## src/rtl/vram_blit_arb.sv

```systemverilog
// vram_blit_arb: shares the VRAM CPU port between the CPU bus and a clear/scroll engine
module vram_blit_arb #(
  parameter int COLS = 40,
  parameter int ROWS = 30,
  parameter int AW   = 11
) (
  input  logic        clk,
  input  logic        rst,
  input  logic [31:0] cpu_dat_i,
  input  logic [31:0] cpu_adr_i,
  input  logic        cpu_we_i,
  input  logic        cpu_stb_i,
  output logic [31:0] cpu_dat_o,
  output logic        cpu_ack_o,
  input  logic        cmd_valid,
  input  logic        cmd_op,
  input  logic [31:0] fill_word,
  output logic        busy,
  output logic        done,
  output logic [31:0] vram_dat_o,
  output logic [31:0] vram_adr_o,
  output logic        vram_we_o,
  output logic        vram_stb_o,
  input  logic [31:0] vram_dat_i
);
  localparam int WORDS = COLS * ROWS;
  typedef enum logic [2:0] {IDLE, CLR_WR, SC_RD, SC_CAP, SC_WR, SC_FILL, FIN} state_t;
  state_t        state, state_n;
  logic [AW-1:0] idx, idx_n, eadr;
  logic [31:0]   fill, hold;
  logic          ph, cpu_q, hit, acc, go, last, eng_we;
  // Engine drives the bus only in access states, never while the CPU owns it or in the cycle after.
  always_comb begin
    acc    = state inside {CLR_WR, SC_RD, SC_WR, SC_FILL};
    eng_we = state inside {CLR_WR, SC_WR, SC_FILL};
    go     = acc && !cpu_stb_i && !cpu_q;
    last   = go && ph;
    eadr   = state == SC_RD ? idx + AW'(COLS) : idx;
  end
  // Next-state and index update; an access advances only once its second pair cycle is uninterrupted.
  always_comb begin
    state_n = state;
    idx_n   = idx;
    unique case (state)
      IDLE: if (cmd_valid) begin
        state_n = cmd_op ? SC_RD : CLR_WR;
        idx_n   = '0;
      end
      CLR_WR, SC_FILL: if (last) begin
        state_n = idx == AW'(WORDS - 1) ? FIN : state;
        idx_n   = idx == AW'(WORDS - 1) ? idx : idx + 1'b1;
      end
      SC_RD: if (last) state_n = SC_CAP;
      SC_CAP: state_n = (hit || cpu_stb_i) ? SC_RD : SC_WR;
      SC_WR: if (last) begin
        state_n = idx == AW'(WORDS - COLS - 1) ? SC_FILL : SC_RD;
        idx_n   = idx + 1'b1;
      end
      FIN: state_n = IDLE;
      default: state_n = IDLE;
    endcase
  end
  // State, pair phase, guard history, and data holding registers.
  always_ff @(posedge clk or posedge rst) begin
    if (rst) begin
      state <= IDLE;
      idx   <= '0;
      ph    <= 1'b0;
      cpu_q <= 1'b0;
      hit   <= 1'b0;
      fill  <= '0;
      hold  <= '0;
    end else begin
      state <= state_n;
      idx   <= idx_n;
      ph    <= go && !ph;
      cpu_q <= cpu_stb_i;
      hit   <= (state_n == SC_RD && state != SC_RD) ? 1'b0 : (state == SC_RD && cpu_stb_i) ? 1'b1 : hit;
      fill  <= (state == IDLE && cmd_valid) ? fill_word : fill;
      hold  <= state == SC_CAP ? vram_dat_i : hold;
    end
  end
  // CPU has per-cycle priority on the shared port; an idle bus shows stb=0 and we=0.
  always_comb begin
    cpu_ack_o  = cpu_stb_i;
    cpu_dat_o  = vram_dat_i;
    vram_stb_o = cpu_stb_i || go;
    vram_we_o  = cpu_stb_i ? cpu_we_i : go && eng_we;
    vram_adr_o = cpu_stb_i ? cpu_adr_i : {{(30 - AW){1'b0}}, eadr, 2'b00};
    vram_dat_o = cpu_stb_i ? cpu_dat_i : (state == SC_WR ? hold : fill);
    busy       = !(state == IDLE || state == FIN);
    done       = state == FIN;
  end
endmodule
```

## config.mk

```make
export PLATFORM = sky130hd
export DESIGN_NAME = vram_blit_arb
export DESIGN_NICKNAME = d
export VERILOG_FILES = /design/src/rtl/vram_blit_arb.sv
export SDC_FILE = /design/constraint.sdc
export NUM_CORES = 1
export LEC_CHECK = 0
export CAP_MARGIN = 20
export CORE_UTILIZATION = 35
export DETAILED_ROUTE_END_ITERATION = 12
export GPL_ROUTABILITY_DRIVEN = 1
export PLACE_DENSITY = 0.71
export SYNTH_ARGS = -nofsm -noshare
export SYNTH_HDL_FRONTEND = slang
export SYNTH_SLANG_ARGS = --single-unit
```

## constraint.sdc

```tcl
create_clock -name clk -period 3.9 [get_ports clk]
set_clock_uncertainty 0.1 [all_clocks]
set_input_delay 0.78 -clock clk [delete_from_list [all_inputs] [get_ports clk]]
set_output_delay 0.78 -clock clk [all_outputs]
set_load 0.01 [all_outputs]
```

==> out/results.ini, run 1 <==
[floorplanning]
core-area_sq_mm = 0.0133
num_rows = 42
fp.dieH_um = 120
start_util_pct = 36.3
die_w_um = 120
dieArea_sq_mm = 0.0143
pin_count = 235

[sta]
tightest_slew_ps = 897
rsz0062_at_grt = false
period_share_pct = 89.2
fmax_mhz = 288
period_needed_ps = 3480
maxSlewViolCount = 0
setup_viol = 0
relSlewSlack_pct = 40.2
tns_ps = 0
finalHoldViolations = 0

[clock_tree]
cts_resized = 0
clk_pin_slew_ps = 60
clk_path_buf_depth = 2
cts.sinks = 81
worstSkewPairLatency_ps = 330
cts_buffers = 9
cts_htree_levels = 3
cts_tree = yes
cts-root-buf = clkbuf_16
postCtsSetupBuffers = 0
hold_buffers = 0

[power]
power.leakage_nw = 2.92
power_frac_seq_pct = 38.5
power_density_mw_per_mm2 = 331
pwr-share-comb_pct = 20.3
clockPowerShare_pct = 41.2
peakVddDrop_uv = 202
switchingPower_mw = 0.554
p_int_mw = 1.90
p_sw_share_pct = 22.6

[setup_path]
crit_required_ps = 3020
cp_slowest_stage_delay_ps = 560
r2r_setup_slack_ps = 1690
cp.depth = 7
critical_path_class = flip-flop to output port
cp-end-kind = output port
start_kind = flip-flop
cp_cell_sequence = buf_4 -> nor3b_2 -> nand2_1 -> nor2_1 -> xnor2_1 -> o21ai_0 -> clkdlybuf4s50_1
critical-path-top-delay-family = simple AND/OR/NAND/NOR gates
cp_max_fo = 17
cp_slowest_cell = clkdlybuf4s50_1
reg2reg_to = hold[2]
rr_startpoint = state[1]
r2r.worst_path.cells = 4
worst-path-buf-inv = 2
critPathArrivalTime_ps = 2600

[global_routing]
grt_overflow_total = 0
grt_pass1_wl_um = 20400
grt_pass1_vias = 4186
grt_max_degree = 114
antenna_found_initial = 0
groute.usage.overall_pct = 17.8

[place]
dp_hpwl_um = 9350
gp_congestion = 0.795
port_buffers = 234

[yosys]
synthesis.nets = 597
synth_cell_types = 51
ys_warn_count = 0
netlist_instances = 461
async_flop_share_pct = 100
yosys.area.top_type = dfrtp_1
synth_edf_count = 0
seq_area_frac_synth_pct = 41.8
yosys.area.top_type_share_pct = 41.8
netlist_area_sq_mm = 0.00484
synth_flop_cell = dfrtp_1
synth_top_cells_by_area = dfrtp_1, mux2_2, mux2i_1
syn_avg_cell_area_sq_um = 10.5
synth_seq_cells = 81

[detailed_routing]
drc = 0
vias = 3998
drt_iter0_drc = 112
wirelength_um = 12500
ant_nets = 0
wl_per_cell_um = 15.0
drt_first_pass_iters = 4
viasPerCell = 4.82

[run_status]
status = finished clean

[worst_hold_path]
worstHoldEndpoint = ph
hold_start = ph
hold_class = flip-flop to flip-flop
min_delay_path_depth = 1

[final_layout]
antennaDiodeCount = 0
area_growth_syn_to_layout_pct = 53.1
utilization_pct = 55.5
fin_nets = 785
drive_above_1_share_pct = 16.4

[run]
cap_violations = 0

flip-flops by register name, indices dropped and copies added, names as in the netlist:
register / count
hit: 1
cpu_q: 1
fill: 32
ph: 1
state: 3
hold: 32
idx: 11
cells in the final DEF (no fill, tap or decap), types with 2 or more instances in the layout:
cell             Yosys  routed
clkdlybuf4s50_1      0     233
dfrtp_1             81      81
mux2_2              67      67
nand2_1             51      50
o21ai_0             39      39
mux2i_1             32      32
and2_1              23      23
nor2_1              17      17
xnor2_1             11      11
clkbuf_16            0       9
buf_4               36       8
nand3_1              7       7
inv_1                6       5
o21ai_1              5       5
a21oi_1              4       4
a31oi_1              4       4
bufinv_16            0       4
nor4b_4              3       3
nor3b_2              2       3
nand2b_1             3       3
or3_1                3       3
clkinv_2             0       3
nor4_4               2       2
a211o_1              2       2
or4_1                2       2
nor4_2               2       2
nor2b_1              2       2
a21o_1               2       2
nand4_1              2       2
ha_1                 2       2
stage by stage:
stage	std cells	cell area [sq um]	total power [mW]	hold WS (ps)	worst slack [ps]
2_1_floorplan	461	4840	1.17	299	940
3_3_place_gp	814	7060	1.45	310	671
3_5_place_dp	814	7060	1.46	319	637
4_1_cts	830	7410	2.49	327	422
5_1_grt	830	7410	2.57	343	189
6_report	830	7410	2.45	331	423
layer usage:
| layer | GRT usage (%) | share of wire (%) | vias to the layer above |
|---|---|---|---|
| li1 | - | - | 1942 |
| met1 | 21.5 | 42 | 1885 |
| met2 | 31.5 | 50 | 164 |
| met3 | 4.56 | 7.3 | 7 |
| met4 | 4.45 | 0.85 | 0 |
| met5 | 0 | 0 | - |
cell usage after synthesis, types with 3 or more instances:
library cell and count:
dfrtp_1 81, mux2_2 67, nand2_1 51, o21ai_0 39
buf_4 36, mux2i_1 32, and2_1 23, nor2_1 17
buf_2 14, clkbuf_1 13, xnor2_1 11, nand3_1 7
inv_1 6, o21ai_1 5, a21oi_1 4, a31oi_1 4
nand2b_1 3, nor4b_4 3, or3_1 3
power by group through the flow:
stage	Sequential (mW)	Clock (mW)	Combinational [mW]
after detailed placement	0.961	0	0.502
after global routing	0.954	1.07	0.540
after CTS	0.946	1.04	0.505
final	0.945	1.01	0.497
after floorplan	0.940	0	0.229
after global placement	0.957	0	0.493
area by class of cell:
class                   count  area, sq um
well taps                 176          220
clock buffers              10          229
multi-input cells         310         2390
clock inverters             6          130
repair buffers            241         2390
fillers                  1180         5930
flip-flops and latches     81         2030
inverters                   6         23.8
cells by family (layout without fill, tap and decap cells):
logic type / count (synthesis) / after routing / synth area share, %
xor gates and xnor gates: 12 / 12 / 2.17
DFF: 81 / 81 / 41.8
muxes: 101 / 101 / 22.9
buffers and inverters: 70 / 263 / 8.91
AOI/OAI and AO/OA: 65 / 65 / 7.72
adders and majority gates: 2 / 2 / 0.517
and+or+nand+nor: 130 / 130 / 15.9
how the worst max path moves through the flow:
stage / slack [ps] / end / from
after floorplan: 940 / cpu_q / rst
after global placement: 670 / vram_adr_o[4] / cpu_stb_i
after detailed placement: 640 / vram_adr_o[2] / cpu_stb_i
after CTS: 420 / vram_adr_o[10] / state[1]
after global routing: 190 / vram_adr_o[10] / state[1]
final: 420 / vram_adr_o[10] / state[1]
Note: power is estimated with default switching activity, not from simulation.
==> inputs of run 2 (changes only) <==
- DONT_BUFFER_PORTS: default -> 1
- MAX_ROUTING_LAYER: default -> met4
- PLACE_DENSITY: 0.71 -> default
==> out/results.ini, run 2 (same netlist as run 1, synthesis figures left out) <==
[run_status]
status = finished clean

[clock_tree]
cts_resized = 0  ; unchanged
clk_pin_slew_ps = 60  ; about the same
cts_tree = yes
cts.sinks = 81  ; unchanged
cts_buffers = 9  ; unchanged
worstSkewPairLatency_ps = 340  ; about the same
postCtsSetupBuffers = 0  ; unchanged
clk_path_buf_depth = 2  ; unchanged
cts_htree_levels = 3  ; unchanged
cts-root-buf = clkbuf_16
hold_buffers = 0  ; unchanged

[place]
dp_hpwl_um = 7440  ; -20%
port_buffers = 0  ; -100%
gp_congestion = 0.824  ; +3.6%
dp.cells = 579  ; -29%

[final_layout]
n_fill_cell = 1315  ; +11%
multi_input_area_sq_mm = 0.00239  ; unchanged
final_common_cell = dfrtp_1
post_layout_nonfiller_instances = 594  ; -28%
final_cell_mix = dfrtp_1, mux2_2, nand2_1, o21ai_0, mux2i_1
antennaDiodeCount = 0  ; unchanged
seq_area_sq_mm = 0.00203  ; unchanged
largestRegisters = fill (32), hold (32), idx (11)
area_growth_syn_to_layout_pct = 2.66
fin_nets = 550  ; -30%
drive_above_1_share_pct = 24.6  ; +8.3 points

[global_routing]
grt_pass1_wl_um = 16300  ; -20%
grt_overflow_total = 0  ; unchanged
grt_pass1_vias = 3198  ; -24%
groute.usage.overall_pct = 15.5  ; -2.4 points
grt_max_degree = 114  ; unchanged
antenna_found_initial = 0  ; unchanged

[sta]
rsz0062_at_grt = false
finalHoldViolations = 0  ; unchanged
period_needed_ps = 3410  ; -70.5 ps
setup_viol = 0  ; unchanged
tns_ps = 0  ; unchanged
maxSlewViolCount = 0  ; unchanged
relSlewSlack_pct = 38.0  ; -2.2 points
fmax_mhz = 294  ; +2.1%
period_share_pct = 87.4  ; -1.8 points
tightest_slew_ps = 927  ; +30.4 ps

[floorplanning]
fp.dieH_um = 120  ; unchanged
dieArea_sq_mm = 0.0143  ; unchanged
die_w_um = 120  ; unchanged
core-area_sq_mm = 0.0133  ; unchanged
num_rows = 42  ; unchanged
pin_count = 235  ; unchanged
start_util_pct = 36.3  ; unchanged

[worst_hold_path]
hold_class = input port to async pin

[setup_path]
crit_required_ps = 3020  ; about the same
critical-path-top-delay-family = flip-flops
reg2reg_to = hold[18]
r2r_setup_slack_ps = 1300  ; -390 ps
worst-path-buf-inv = 0  ; -2
critical_path_class = flip-flop to output port
critPathArrivalTime_ps = 2530  ; -70 ps
cp_cell_sequence = nor3b_2 -> o211ai_1 -> xor2_1 -> o21ai_0
cp_max_fo = 18  ; +1
r2r.worst_path.cells = 3  ; -1
cp_slowest_cell = dfrtp_1
cp-end-kind = output port
cp_slowest_stage_delay_ps = 880  ; +320 ps
rr_startpoint = state[1]
start_kind = flip-flop

[power]
power.leakage_nw = 1.96  ; -33%
finalPower_mw = 1.91  ; -22%
peakVddDrop_uv = 290  ; +44%
power_density_mw_per_mm2 = 384  ; +16%

[detailed_routing]
drc = 0  ; unchanged
wl_per_cell_um = 17.3  ; +16%
wirelength_um = 10300  ; -17%
viasPerCell = 5.35  ; +11%
vias = 3178  ; -21%
ant_nets = 0  ; unchanged
drt_first_pass_iters = 4  ; unchanged
drt_iter0_drc = 168  ; +50%

[run]
cap_violations = 0  ; unchanged

==> run 2: area by class of cell <==
class	count	share of cell area [%]
well taps	176	4.43
repair buffers	6	0.906
clock buffers	12	4.96
clock inverters	3	0.352
inverters	6	0.478
flip-flops and latches	81	40.8
multi-input cells	310	48.1
==> run 2: where the power goes <==
group / switching, mW / internal (mW)
registers: 0.0500 / 0.896
clock network: 0.321 / 0.443
logic: 0.111 / 0.0900
total: 0.482 / 1.43
==> run 2: worst max path at each step <==
stage,startpoint,to,slack (ps),cells after the start
floorplan,rst,cpu_q,940,1
global placement,state[1],vram_adr_o[10],930,5
detailed placement,state[1],vram_adr_o[10],870,5
CTS,state[1],vram_adr_o[10],490,5
global route,state[1],vram_adr_o[10],250,5
finish,state[1],vram_adr_o[9],490,4
==> run 2: worst reg2reg max path, stage by stage, from the launching register on <==
cell,delay (ps)
dfrtp_1,880
nor2b_1,380
nand2_2,600
mux2_2,520
==> run 2: stage by stage <==
stage	setup slack [ps]	hold WS, ps	util (%)	area (sq um)
floorplan	940	299	-	4840
global placement	930	312	35.3	4710
detailed placement	870	313	35.3	4710
CTS	491	244	37.3	4970
global route	248	258	37.3	4970
finish	493	232	37.3	4970
==> run 2: metal layers <==
metal,share of wire (%),vias up,GRT usage (%)
li1,-,1478,-
met1,39,1529,16.6
met2,54,165,27.1
met3,6.3,6,4.99
met4,0.78,0,4.77
met5,0,-,-
==> inputs of run 3 (changes only) <==
- SLEW_MARGIN: default -> 0
==> results of run 3 <==
Same layout as run 2: the final DEF is identical, and so are final timing and power.
